$ cat config.mk
export PLATFORM = sky130hd
export DESIGN_NAME = inst_fetcher
export DESIGN_NICKNAME = d
export VERILOG_FILES = /design/src/rtl/inst_fetcher.sv
export SDC_FILE = /design/constraint.sdc
export NUM_CORES = 1
export LEC_CHECK = 0
export ABC_AREA = 1
export CAP_MARGIN = 20
export CORE_AREA = 4 4 133 135
export CTS_CLUSTER_DIAMETER = 50
export CTS_CLUSTER_SIZE = 30
export DETAILED_ROUTE_END_ITERATION = 8
export DIE_AREA = 0 0 137 139
export GPL_ROUTABILITY_DRIVEN = 0
export HOLD_SLACK_MARGIN = 0.02
export PLACE_DENSITY_LB_ADDON = 0.05
export SLEW_MARGIN = 20
export SYNTH_ARGS = -nofsm -noshare
export SYNTH_HDL_FRONTEND = slang
export SYNTH_SLANG_ARGS = --single-unit
$ cat constraint.sdc
create_clock -name clk -period 1.85 [get_ports clk]
set_clock_uncertainty 0.1 [all_clocks]
set_input_delay 0.555 -clock clk [delete_from_list [all_inputs] [get_ports clk]]
set_output_delay 0.555 -clock clk [all_outputs]
set_load 0.01 [all_outputs]
$ cat src/rtl/inst_fetcher.sv
// -----------------------------------------------------------------------------
// inst_fetcher
//
// Instruction-fetch stage sitting right after the PC register. It samples the
// current PC, assembles a 32-bit little-endian instruction from four byte reads
// on the memory port, and offers {inst, inst_pc} to decode. After decode takes
// the word it pulses pc_update so the PC register advances.
//
// Optional feature macro: ICACHE_EN
//   When defined, a direct-mapped one-word-per-line I-cache is looked up on
//   pc_in while idle. A hit skips the memory port entirely. Without the macro
//   every fetch goes to memory.
//
// Parameters
//   ADDR_LEN      address / instruction width (32)
//   ICACHE_IDX_W  cache index bits, only present with ICACHE_EN (5 -> 32 lines)
//
// Ports
//   clk          clock, rising edge
//   rst          asynchronous active-low reset
//   pc_in        current PC from the PC register
//   pc_update    one-cycle pulse advancing the PC register
//   flush        abort current fetch, return to IDLE
//   mem_req      byte-read request
//   mem_addr     byte address of the request
//   mem_gnt      request accepted this cycle
//   mem_rdata    read byte, valid the cycle after its grant
//   inst_valid   instruction available to decode
//   inst         instruction word
//   inst_pc      PC of inst
//   inst_ready   decode accepts inst this cycle
//   dbg_state    current FSM state (0 IDLE, 1 FETCH, 2 OUT, 3 ADV)
//
// Handshake: a word transfers on a rising edge where inst_valid and inst_ready
// are both high and flush is low. Once inst_valid is raised, inst and inst_pc
// hold stable and inst_valid stays high until that transfer, a flush, or reset.
// -----------------------------------------------------------------------------
module inst_fetcher #(
    parameter int ADDR_LEN = 32
`ifdef ICACHE_EN
    ,
    parameter int ICACHE_IDX_W = 5
`endif
) (
    input  logic                clk,
    input  logic                rst,
    input  logic [ADDR_LEN-1:0] pc_in,
    output logic                pc_update,
    input  logic                flush,
    output logic                mem_req,
    output logic [ADDR_LEN-1:0] mem_addr,
    input  logic                mem_gnt,
    input  logic [7:0]          mem_rdata,
    output logic                inst_valid,
    output logic [ADDR_LEN-1:0] inst,
    output logic [ADDR_LEN-1:0] inst_pc,
    input  logic                inst_ready,
    output logic [1:0]          dbg_state
);

    typedef enum logic [1:0] {
        S_IDLE  = 2'd0,
        S_FETCH = 2'd1,
        S_OUT   = 2'd2,
        S_ADV   = 2'd3
    } state_t;

    state_t              state_q;
    logic [ADDR_LEN-1:0] fetch_pc_q;
    logic [ADDR_LEN-1:0] mem_addr_q;
    logic [ADDR_LEN-1:0] inst_q;
    logic [2:0]          issue_cnt_q;
    logic [2:0]          recv_cnt_q;
    logic                mem_req_q;
    logic                gnt_q;      // a grant happened last cycle -> byte on mem_rdata now
    logic                inst_valid_q;
    logic                pc_update_q;

    logic [ADDR_LEN-1:0] inst_d;     // inst_q with the arriving byte merged in
    logic                last_byte;  // fourth byte is being captured this cycle
    logic                cache_hit;
    logic [ADDR_LEN-1:0] cache_word;

    always_comb begin
        inst_d = inst_q;
        inst_d[{recv_cnt_q[1:0], 3'b000} +: 8] = mem_rdata;
    end

    assign last_byte = (state_q == S_FETCH) && gnt_q && (recv_cnt_q == 3'd3);

`ifdef ICACHE_EN
    localparam int Lines = 1 << ICACHE_IDX_W;
    localparam int TagW  = ADDR_LEN - ICACHE_IDX_W - 2;

    logic [Lines-1:0]        line_valid_q;
    logic [TagW-1:0]         line_tag_q  [Lines];
    logic [ADDR_LEN-1:0]     line_word_q [Lines];
    logic [ICACHE_IDX_W-1:0] lookup_idx;
    logic [ICACHE_IDX_W-1:0] fill_idx;

    assign lookup_idx = pc_in[ICACHE_IDX_W+1:2];
    assign fill_idx   = fetch_pc_q[ICACHE_IDX_W+1:2];
    assign cache_hit  = line_valid_q[lookup_idx] &&
                        (line_tag_q[lookup_idx] == pc_in[ADDR_LEN-1:ICACHE_IDX_W+2]);
    assign cache_word = line_word_q[lookup_idx];

    // Only valid bits need reset; tag/data are qualified by them. A fetch
    // aborted by flush in its final cycle must not leave a line behind.
    always_ff @(posedge clk or negedge rst) begin
        if (!rst) begin
            line_valid_q <= '0;
        end else if (last_byte && !flush) begin
            line_valid_q[fill_idx] <= 1'b1;
        end
    end

    always_ff @(posedge clk) begin
        if (last_byte && !flush) begin
            line_tag_q[fill_idx]  <= fetch_pc_q[ADDR_LEN-1:ICACHE_IDX_W+2];
            line_word_q[fill_idx] <= inst_d;
        end
    end
`else
    assign cache_hit  = 1'b0;
    assign cache_word = '0;
`endif

    always_ff @(posedge clk or negedge rst) begin
        if (!rst) begin
            state_q      <= S_IDLE;
            fetch_pc_q   <= '0;
            mem_addr_q   <= '0;
            inst_q       <= '0;
            issue_cnt_q  <= '0;
            recv_cnt_q   <= '0;
            mem_req_q    <= 1'b0;
            gnt_q        <= 1'b0;
            inst_valid_q <= 1'b0;
            pc_update_q  <= 1'b0;
        end else begin
            gnt_q <= mem_req_q && mem_gnt;
            if (flush) begin
                // Bytes still in flight land while in IDLE, where they are ignored.
                state_q      <= S_IDLE;
                mem_req_q    <= 1'b0;
                gnt_q        <= 1'b0;
                inst_valid_q <= 1'b0;
                pc_update_q  <= 1'b0;
            end else begin
                case (state_q)
                    S_IDLE: begin
                        fetch_pc_q <= pc_in;
                        if (cache_hit) begin
                            inst_q       <= cache_word;
                            inst_valid_q <= 1'b1;
                            state_q      <= S_OUT;
                        end else begin
                            issue_cnt_q <= '0;
                            recv_cnt_q  <= '0;
                            mem_req_q   <= 1'b1;
                            mem_addr_q  <= pc_in;
                            state_q     <= S_FETCH;
                        end
                    end
                    S_FETCH: begin
                        if (mem_req_q && mem_gnt) begin
                            issue_cnt_q <= issue_cnt_q + 3'd1;
                            mem_addr_q  <= mem_addr_q + ADDR_LEN'(1);
                            if (issue_cnt_q == 3'd3) begin
                                mem_req_q <= 1'b0;
                            end
                        end
                        if (gnt_q) begin
                            inst_q     <= inst_d;
                            recv_cnt_q <= recv_cnt_q + 3'd1;
                        end
                        if (last_byte) begin
                            inst_valid_q <= 1'b1;
                            state_q      <= S_OUT;
                        end
                    end
                    S_OUT: begin
                        if (inst_ready) begin
                            inst_valid_q <= 1'b0;
                            pc_update_q  <= 1'b1;
                            state_q      <= S_ADV;
                        end
                    end
                    S_ADV: begin
                        pc_update_q <= 1'b0;
                        state_q     <= S_IDLE;
                    end
                    default: state_q <= S_IDLE;
                endcase
            end
        end
    end

    // A flush arriving during ADV must keep the PC register from advancing,
    // so the registered pulse is gated by the live flush input.
    assign pc_update  = pc_update_q && !flush;
    assign mem_req    = mem_req_q;
    assign mem_addr   = mem_addr_q;
    assign inst_valid = inst_valid_q;
    assign inst       = inst_q;
    assign inst_pc    = fetch_pc_q;
    assign dbg_state  = state_q;

endmodule

==> results.md, run 1 <==
- Syn nets: 782
- Tot Pwr: 12.3 mW
- Max-slew violation count: 0
- Post-synthesis instance area: between 5000 and 6000 sq um
- Input/output buffers: around 150
- Setup violations, final: 1
- CP Data Required Time: a little over 2 ns
- Startpoint Class: input port
- Die area: 19000 sq um
- Clk Latency, worst-skew pair: 0.36 ns
- Pin count of the biggest net entering global routing: between 80 and 90
- Fillers: 1654
- Area growth syn-to-layout: 48.9%
- CORE AREA: 16500 sq um
- DR pass1 iterations: 4
- Sink Count: 108
- Final worst slack: -0.00628 ns
- Vias per cell: 4.79
- DR WL met3: between 1000 and 1500 microns
- Placement Cell Area: 7720 sq um
- Post-DP HPWL: roughly 13000 microns
- Slew margin rel.: between 60% and 70%
- Hold-fix buffers at CTS: 0
- Status: complete, but fails checks
- DR iter-0 viols: 300
- Worst Hold Class: input port to async pin
- PwrDens: about 1500 nW/um^2
- Drt drc: 0
- FF+latch count, synth: 108
- Hold Worst Slack: 0.112 ns
- Remaining global-route overflow: 0
- CTS Buf Count: 9
- Nets: 993
- Leakage: 4.18 nW
- RSZ-0062 raised after global routing: true
- DR WL met2: 8360 microns
- WL met1: about 8500 microns
- CTS root buf: clkbuf_16
- Slew @ Worst Pin: 0.479 ns
- Layout cells sized above 1: 18.2%
- Number of max-cap violations: 0
- Final Util: 51.3%
- Die Wd: 137 microns
- YS warnings: 0
- Die H: 139 microns
- Endpoints failing hold: 0
- Cells after synthesis: around 720
- Final period demand of the worst path: 1.86 ns
- Synth cell types: 30
- Max Clk Rate: ~0.54 GHz
- GRT Total Usage: 19.2%
- Critical path arrival: 2.05 ns
- Post-synthesis sequential area ratio: 47.6%
- Initial Util: about a third
- CTS tree: built
- Clk slew on worst S/H paths: roughly 0.070 ns
- Pre-CTS setup slack: -0.517 ns
- Antenna diodes: 0
- Worst-path maximum fanout: 6
- Post-Layout Inst Area: between 8000 and 9000 sq um
- First-pass GRT wire length: 29200 microns
- Crit. End Element: register
- Syn Area/Cell: 7.85 sq um
- Antenna Violating Nets Remaining: 0
- H-tree depth: 3
- Max VDD drop: 0.000681 V
- Vias in the first global route: 5618
- Initial antenna violation count: 0
- Critical path type: input port to register
- Clk buf depth: 2
- DR top layer: met4
- Wire per inst: 15.8 microns
- Failing checks: negative setup slack
- Fin crit share: 100%
- Vias: about 5500
- Total Wirelength: 18300 microns
- Number of core rows: 47
- I/O pin count: 146
registers in the layout (all words and copies together), names as in the netlist:
signal,cells
issue_cnt_q,3
mem_req,1
inst,32
recv_cnt_q,3
mem_addr,32
inst_pc,32
dbg_state,2
inst_valid,1
gnt_q,1
pc_update_q,1
power by group:
| group | total (mW) | internal, mW | switching (mW) |
|---|---|---|---|
| Clock | 2.05 | 1.10 | 0.950 |
| Combinational | 6.43 | 2.95 | 3.48 |
| Sequential | 3.80 | 3.24 | 0.559 |
| Total | 12.3 | 7.29 | 4.99 |
layer usage:
metal	vias up	global-route usage (%)
met5	-	0
met4	0	6.67
met3	26	4.14
met2	158	29.7
met1	2601	26.6
li1	2764	-
per-stage QoR:
step	std cells	setup TNS, ns
finish	1159	-0.00628
floorplan	723	0
CTS	1149	0
global route	1159	-0.657
detailed placement	1114	-33.86
global placement	1114	-30.30
synth_stat cells:
library cell | n | area share (%)
a31oi_1 | 1 | 0.11
buf_2 | 14 | 1.2
nand4_1 | 7 | 0.77
o21ai_0 | 70 | 6.2
inv_2 | 4 | 0.26
a31o_2 | 1 | 0.15
o211ai_1 | 1 | 0.13
inv_1 | 74 | 4.9
o22ai_1 | 6 | 0.66
ha_1 | 14 | 3.1
o21a_1 | 9 | 1.2
o41ai_1 | 1 | 0.15
buf_4 | 4 | 0.53
o21ai_1 | 11 | 0.97
nor2_2 | 8 | 0.88
nand2_2 | 4 | 0.44
dfrtp_1 | 108 | 48
a21oi_1 | 28 | 2.5
nor2_1 | 60 | 4.0
mux2_2 | 15 | 3.0
nand2_1 | 205 | 14
nand3b_1 | 4 | 0.53
nor3_1 | 3 | 0.26
a22oi_1 | 2 | 0.26
o21bai_1 | 1 | 0.13
nor2_4 | 4 | 0.79
a21oi_4 | 1 | 0.29
xor2_1 | 1 | 0.15
clkbuf_1 | 7 | 0.46
nand3_1 | 55 | 4.9
critical path, stage by stage:
cell,delay (ns)
clkdlybuf4s50_1,0.50
nand2_1,0.09
nor2_4,0.13
a21oi_4,0.08
buf_12,0.14
buf_4,0.14
buf_16,0.13
a21oi_1,0.15
nand2_1,0.08
nand2_1,0.05
cell type report:
class | instances | area (sq um) | area share [%]
sequential | 108 | 2720 | 32.1
multi-input combinational | 512 | 2710 | 32.0
clock buffer | 10 | 239 | 2.83
clock inverter | 6 | 71.3 | 0.844
tap | 220 | 275 | 3.26
timing repair buffer | 225 | 2140 | 25.3
inverter | 78 | 300 | 3.55
kinds of logic (layout without fill, tap and decap cells):
| kind of cell | after synthesis | after routing | synth area share, % |
|---|---|---|---|
| DFF | 108 | 108 | 47.6 |
| and+or+nand+nor | 350 | 350 | 26.1 |
| buffers and inverters | 103 | 319 | 7.39 |
| xor gates and xnor gates | 1 | 1 | 0.154 |
| adders and majority gates | 14 | 14 | 3.09 |
| muxes | 15 | 15 | 2.98 |
| AOI/OAI and AO/OA | 132 | 132 | 12.7 |
layout by cell type (no fill, tap or decap), types with 3 or more instances in the layout:
| cell type | instances |
|---|---|
| nor2_4 | 13 |
| nand2_4 | 3 |
| o22ai_1 | 6 |
| nand3_1 | 55 |
| dlygate4sd2_1 | 97 |
| inv_1 | 72 |
| inv_2 | 3 |
| dfrtp_1 | 98 |
| clkdlybuf4s50_1 | 42 |
| dfrtp_2 | 10 |
| clkdlybuf4s15_1 | 4 |
| a21oi_1 | 21 |
| o21ai_0 | 67 |
| nand4_1 | 7 |
| nand2_1 | 199 |
| nand2_2 | 7 |
| nor2_2 | 6 |
| buf_4 | 59 |
| mux2_2 | 15 |
| nor3_1 | 3 |
| o21a_1 | 9 |
| ha_1 | 12 |
| clkbuf_16 | 11 |
| a21oi_2 | 7 |
| buf_12 | 8 |
| nand3b_1 | 4 |
| nor2_1 | 53 |
| buf_6 | 9 |
| o21ai_1 | 13 |
| inv_4 | 3 |
path summary, 6_finish.rpt:
| kind | start | endpoint | slack (ns) | cells after the start |
|---|---|---|---|---|
| worst max-delay path | mem_gnt | mem_addr[20]$_DFFE_PN0P_ | -0.006 | 10 |
| max in group asynchronous | rst | mem_addr[13]$_DFFE_PN0P_ | 1.15 | 2 |
| worst max register to register | dbg_state[1]$_DFFE_PN0P_ | mem_addr[20]$_DFFE_PN0P_ | 0 | 12 |
| worst min register to register | inst_pc[31]$_DFFE_PN0P_ | inst_pc[31]$_DFFE_PN0P_ | 0.39 | 2 |
| min in group clk | inst_pc[31]$_DFFE_PN0P_ | inst_pc[31]$_DFFE_PN0P_ | 0.39 | 2 |
| worst min-delay path | rst | dbg_state[1]$_DFFE_PN0P_ | 0.11 | 2 |
timing repair:
action                                 in CTS  in global routing
pin swaps                                   4                 19
endpoints found under the hold margin       0                  0
setup buffers                              17                  7
cloned                                      2                  3
resized for setup                         121                 55
setup endpoints to repair                 137                 82
Power figures use the tool's default switching activity.
==> run 2: changes to the inputs <==
--- a/config.mk
+++ b/config.mk
@@ -14,6 +14,7 @@
 export DIE_AREA = 0 0 137 139
 export GPL_ROUTABILITY_DRIVEN = 0
 export HOLD_SLACK_MARGIN = 0.02
+export MAX_ROUTING_LAYER = met4
 export PLACE_DENSITY_LB_ADDON = 0.05
 export SLEW_MARGIN = 20
 export SYNTH_ARGS = -nofsm -noshare
==> run 2 against run 1 <==
Against the previous run:
- the flow still finishes with violations (negative setup slack)
- clock power hardly changed
- via count stayed put
- sequential power about the same
- wire length down 0.18%
- worst hold slack about the same
- register-to-register slack hardly changed
- first-iteration DRC count is 4.7% lower
- clock-buffer cell count unchanged
- maximum frequency decreased by 0.20%
- cell area about the same
- critical endpoint unchanged
==> results.md, run 2 (synthesis results as in run 1) <==
- Status: complete, but fails checks
- Failing checks: negative setup slack
- Buffers and inverters on the worst path: 4
- Critical path type: input port to register
- Die area: 19000 sq um
- Crit path max-delay cell type: clkdlybuf4s50_1
- Input/output buffers: approximately 150
- CTS Buf Count: 9
- Max Clk Rate: 0.538 GHz
- PwrDens: ~1500 nW/um^2
- CP Data Required Time: 2.04 ns
- Final Util: 51.3%
- Drt drc: 0
- Crit. End Element: register
- Wire per inst: 15.8 microns
- Family with the most delay on the worst path: buffers and inverters
- Slew @ Worst Pin: 0.481 ns
- Initial Util: around a third
- Total Wirelength: 18300 microns
- Setup violations, final: 2
- Clk buf depth: 2
- CORE AREA: 16500 sq um
- Sink Count: 108
- Vias per cell: 4.78
- Max-slew violation count: 0
- Endpoints failing hold: 0
- Critical path arrival: about 2.1 ns
- DR iter-0 viols: 286
- Fin crit share: 101%
- Area growth syn-to-layout: 48.9%
- Commonest non-fill, non-tap cell in the layout: nand2_1
- RSZ-0062 raised after global routing: true
- Worst-path maximum fanout: 6
- Startpoint Class: input port
- Die H: 139 microns
- Nets: between 900 and 1000
- Clk slew on worst S/H paths: 0.08 ns
- Hold Worst Slack: 0.113 ns
- Area of the multi-input gates: approximately 2700 sq um
- H-tree depth: 3
- I/O pin count: 146
- FF+latch area: 2720 sq um
- Leakage: 4.18 nW
- First-pass GRT wire length: 29100 microns
- Antenna Violating Nets Remaining: 0
- GRT Total Usage: 19.8%
- Antenna diodes: 0
- Number of core rows: 47
- DR pass1 iterations: 5
- Placement Cell Area: slightly below 8000 sq um
- Initial antenna violation count: 0
- Most frequent cells in the layout: nand2_1 (200), dfrtp_1 (98), dlygate4sd2_1 (97)
- Post-Layout Inst Area: about 8500 sq um
- Vias in the first global route: around 5600
- Critical Path, Cell by Cell: clkdlybuf4s50_1 -> nand2_1 -> nor2_4 -> a21oi_4 -> buf_12 -> buf_4 -> buf_16 -> a21oi_1 -> nand2_1 -> nand2_1
- Remaining global-route overflow: 0
- Clk Latency, worst-skew pair: between 0.3 and 0.4 ns
- Fin cells: 1160
- CTS root buf: clkbuf_16
- Max VDD drop: ~0.0007 V
- Final worst slack: -0.00997 ns
- Vias: 5549
- Final period demand of the worst path: 1.86 ns
- Number of max-cap violations: 0
- Pin count of the biggest net entering global routing: 81
- Fillers: 1657
- Inst Count DP: 1114
- Slew margin rel.: 68.0%
- CTS tree: built
- CP max stage delay: 0.50 ns
- Layout cells sized above 1: approximately 18%
- Post-DP HPWL: 12900 microns
- Cell mode on critical path: nand2_1
- Worst Hold Class: input port to async pin
- Die Wd: 137 microns
run 2: final cells by class:
| cell class | instances | area share [%] |
|---|---|---|
| multi-input combinational | 512 | 32.0 |
| sequential | 108 | 32.1 |
| clock buffer | 10 | 2.83 |
| tap | 220 | 3.26 |
| inverter | 78 | 3.55 |
| timing repair buffer | 226 | 25.4 |
| clock inverter | 6 | 0.844 |
run 2: power breakdown:
part	total, mW	switching, mW	internal, mW
registers	3.80	0.557	3.24
logic	6.45	3.49	2.96
clock network	2.06	0.955	1.10
run 2: path summary, 6_finish.rpt:
check,startpoint,end,slack [ns],depth (start not counted)
setup / recovery,mem_gnt,mem_addr[20]$_DFFE_PN0P_,-0.01,10
hold / removal,rst,dbg_state[1]$_DFFE_PN0P_,0.11,2
setup reg to reg,dbg_state[1]$_DFFE_PN0P_,mem_addr[20]$_DFFE_PN0P_,0,12
hold reg to reg,inst_pc[31]$_DFFE_PN0P_,inst_pc[31]$_DFFE_PN0P_,0.39,2
max in group asynchronous,rst,mem_addr[11]$_DFFE_PN0P_,1.14,2
min in group clk,inst_pc[31]$_DFFE_PN0P_,inst_pc[31]$_DFFE_PN0P_,0.39,2
run 2: through the flow:
stage	TNS, ns	worst slack [ns]	power, mW
after floorplan	0	0.0245	6.69
after global placement	-30.30	-0.507	9.76
after detailed placement	-33.86	-0.517	9.86
after CTS	0	0.00151	11.9
after global routing	-0.674	-0.0599	13.2
final	-0.0104	-0.00997	12.3
run 2: routing by layer:
metal | global-route usage, % | part of all wire [%] | up-vias
li1 | - | - | 2767
met1 | 27.2 | 47 | 2598
met3 | 3.27 | 5.4 | 24
met5 | - | 0 | -
met2 | 29.7 | 46 | 160
met4 | 6.67 | 2.0 | 0
run 2: what timing repair did:
item / in CTS / in global routing
resized for setup: 121 / 54
buffers inserted: 17 / 8
pin swaps: 4 / 19
cloned: 2 / 3
setup endpoints to repair: 137 / 82
hold buffers: 0 / 0
==> run 3: changes to the inputs <==
--- a/config.mk
+++ b/config.mk
@@ -5,15 +5,14 @@
 export SDC_FILE = /design/constraint.sdc
 export NUM_CORES = 1
 export LEC_CHECK = 0
-export ABC_AREA = 1
 export CAP_MARGIN = 20
-export CORE_AREA = 4 4 133 135
+export CORE_AREA = 4 4 130 132
 export CTS_CLUSTER_DIAMETER = 50
 export CTS_CLUSTER_SIZE = 30
 export DETAILED_ROUTE_END_ITERATION = 8
-export DIE_AREA = 0 0 137 139
+export DIE_AREA = 0 0 134 136
 export GPL_ROUTABILITY_DRIVEN = 0
-export HOLD_SLACK_MARGIN = 0.02
+export HOLD_SLACK_MARGIN = 0.15
 export MAX_ROUTING_LAYER = met4
 export PLACE_DENSITY_LB_ADDON = 0.05
 export SLEW_MARGIN = 20
==> run 3 against run 2 <==
Against the previous run:
- the flow still finishes with violations (negative setup slack)
- critical path depth decreased by 5
- maximum frequency down 6.6%
- wire length fell by 5.4%
- cell area is 2.5% higher
- clock power is essentially flat
- worst setup slack worse by 0.13 ns
- synthesized area shrank 4.6%
- largest power group unchanged
- sequential share of layout area shrank 0.79 points
- die area is 4.3% lower
- via count decreased by 6.1%
- flip-flop and latch count did not move
==> results.md, run 3 <==
- Syn nets: 624
- CTS tree: built
- Post-DP HPWL: around 13000 microns
- Synth cell types: 50
- Top cells by count, synth: dfrtp_1 (108), nand2_1 (107), o21ai_0 (52), mux2_2 (32), a21oi_1 (31)
- Post-synth EDFFs: 0
- Syn Area/Cell: 9.58 sq um
- Dominant synthesized flop cell: dfrtp_1
- Switching share of power: 38.8%
- Net switching power: 5.18 mW
- Setup violations, final: 11
- Hold Worst Slack: 0.373 ns
- Reg2reg path depth: 5
- Total Wirelength: 17300 microns
- Worst Hold Class: register to register
- Antenna Violating Nets Remaining: 0
- Vias per cell: 5.10
- Critical Path, Cell by Cell: buf_6 -> nand4_1 -> or4_4 -> or4_4 -> a211oi_2
- Top-count cell post-synth: dfrtp_1
- Antenna diodes: 0
- Vias in the first global route: 5277
- Hold EP: inst[27]$_DFFE_PN0P_
- Initial antenna violation count: 0
- Placement Cell Area: 7850 sq um
- Sink Count: 108
- Failing checks: negative setup slack
- Worst hold path startpoint: inst[27]$_DFFE_PN0P_
- Clk buf depth: 2
- GRT Total Usage: 19.3%
- Reg power frac: 28.7%
- Status: complete, but fails checks
- Die H: 136 microns
- Final worst slack: -0.142 ns
- Nets: 860
- CORE AREA: 15700 sq um
- Input/output buffers: 145
- Drt drc: 0
- Dominant cells by area after synthesis: dfrtp_1 (50%), nand2_1 (7.4%), mux2_2 (6.7%)
- Slew @ Worst Pin: roughly 0.35 ns
- Final Util: roughly 55%
- Fillers: 1441
- Leakage: 3.82 nW
- CTS Buf Count: 9
- Reg2Reg Setup Slack: -0.14 ns
- Post-synthesis instance area: 5410 sq um
- RSZ-0062 raised after global routing: true
- Clk slew on worst S/H paths: 0.08 ns
- Synth top area share: 49.9%
- Area growth syn-to-layout: 60.0%
- Vias: between 5000 and 6000
- Power share of the clock group: roughly 15%
- Max VDD drop: 0.000701 V
- Layout cells sized above 1: 30.5%
- Crit. End Element: register
- Fin cells: 1022
- Post-synthesis sequential area ratio: 49.9%
- Endpoints failing hold: 0
- R2r endpoint: mem_addr[29]$_DFFE_PN0P_
- CP Data Required Time: 2.02 ns
- Critical path type: register to register
- Worst-path maximum fanout: 2
- DR iter-0 viols: 315
- Wire per inst: between 15 and 20 microns
- FF+latch count, synth: 108
- Slew margin rel.: 76.7%
- Family with the most delay on the worst path: simple AND/OR/NAND/NOR gates
- Synth async-reset ratio: 100%
- Final period demand of the worst path: roughly 2 ns
- Worst R2R Start: mem_addr[7]$_DFFE_PN0P_
- Max-slew violation count: 0
- Max Clk Rate: 0.502 GHz
- Most frequent cells in the layout: nand2_1 (106), dfrtp_1 (99), dlygate4sd2_1 (84)
- I/O pin count: 146
- H-tree depth: 3
- Cell mode on critical path: or4_4
- Cells after synthesis: 565
- Number of core rows: 46
- Top cell type by total area after synthesis: dfrtp_1
- Die area: 18200 sq um
- Clk Latency, worst-skew pair: 0.36 ns
- Pin count of the biggest net entering global routing: 46
- CP max stage delay: 0.56 ns
- Die Wd: 134 microns
- Worst hold stages: 2
- Post-Layout Inst Area: around 8700 sq um
- Number of max-cap violations: 0
- Critical path arrival: ~2.2 ns
- YS warnings: 0
- CTS root buf: clkbuf_16
- Initial Util: 34.4%
- Crit path max-delay cell type: or4_4
- Int Power: about 8.2 mW
- Comb pwr share: 56.1%
- Buffers and inverters on the worst path: 1
- DR pass1 iterations: 4
- Fin crit share: 108%
- Commonest non-fill, non-tap cell in the layout: nand2_1
- First-pass GRT wire length: 27200 microns
- Remaining global-route overflow: 0
- Startpoint Class: register
- PwrDens: about 1500 nW/um^2
- Inst Count DP: 984
==> run 3: cell count changes in the layout (fill, tap and decap cells not counted), moves of 7 or more <==
cell / before / now
o21ai_0: 67 / 47
nor2_4: 13 / 1
o21ai_1: 13 / 2
o21a_1: 9 / 2
buf_4: 60 / 78
nand3_1: 54 / 15
mux2_2: 15 / 32
buf_6: 9 / 23
nand2_1: 200 / 106
inv_1: 72 / 11
dlygate4sd2_1: 97 / 84
or3_1: 0 / 7
nor2_1: 53 / 17
==> run 3: stage by stage <==
stage	power [mW]	setup WS [ns]	TNS [ns]
final	13.4	-0.142	-0.611
after global routing	14.3	-0.189	-1.62
after CTS	12.7	-0.148	-0.431
after detailed placement	10.8	-0.681	-40.95
after global placement	10.7	-0.550	-38.38
after floorplan	7.08	-0.263	-1.17
==> run 3: per-layer routing <==
metal	part of all wire, %	vias to the layer above	routed length, microns	track usage [%]
met5	0	-	0	-
met4	2.6	0	452	6.17
met3	3.8	30	653	2.44
met2	50	139	8640	32.8
met1	44	2520	7560	24.0
li1	-	2524	-	-
==> run 3: cell families after synthesis <==
group | synth area share [%]
simple gates | 20.2
compound gates | 15.8
flops | 49.9
fa+ha+maj | 3.24
mux | 7.40
buf+inv | 3.38
==> run 3: worst max path at each step <==
stage          slack (ns)                     from                  endpoint  depth (start not counted)
2_1_floorplan       -0.26  mem_addr[3]$_DFFE_PN0P_  mem_addr[29]$_DFFE_PN0P_                          5
3_3_place_gp        -0.55                    flush                 pc_update                          3
3_5_place_dp        -0.68                    flush  mem_addr[23]$_DFFE_PN0P_                          5
4_1_cts             -0.15  mem_addr[7]$_DFFE_PN0P_  mem_addr[29]$_DFFE_PN0P_                          5
5_1_grt             -0.19  mem_addr[7]$_DFFE_PN0P_  mem_addr[31]$_DFFE_PN0P_                          7
6_report            -0.14  mem_addr[7]$_DFFE_PN0P_  mem_addr[29]$_DFFE_PN0P_                          5
==> run 3: final cells by class <==
class	instances	area (sq um)	area share [%]
sequential	108	2710	31.3
inverter	14	58.8	0.679
multi-input combinational	409	2890	33.4
clock buffer	9	225	2.60
timing repair buffer	259	2430	28.0
clock inverter	7	77.6	0.896
tap	216	270	3.12
==> run 3: worst min-delay path, delay by kind of cell, from the launching register on <==
kind	cells	cell delay, ns
flops	1	0.34
compound gates	1	0.05
simple gates	1	0.04
==> run 3: power by group through the flow <==
stage          Combinational (mW)  Sequential [mW]  Clock [mW]
2_1_floorplan                2.70             4.38           0
3_3_place_gp                 6.81             3.88           0
3_5_place_dp                 6.92             3.91           0
4_1_cts                      6.74             3.83        2.08
5_1_grt                      8.16             3.96        2.17
6_report                     7.50             3.84        2.03
==> run 3: timing repair <==
| action | CTS | global route |
|---|---|---|
| endpoints found under the setup margin | 155 | 60 |
| hold buffers | 1 | 0 |
| resized for setup | 165 | 78 |
| pin swaps | 6 | 20 |
| buffers inserted | 10 | 12 |
| endpoints found under the hold margin | 108 | 0 |
| cloned | 0 | 2 |
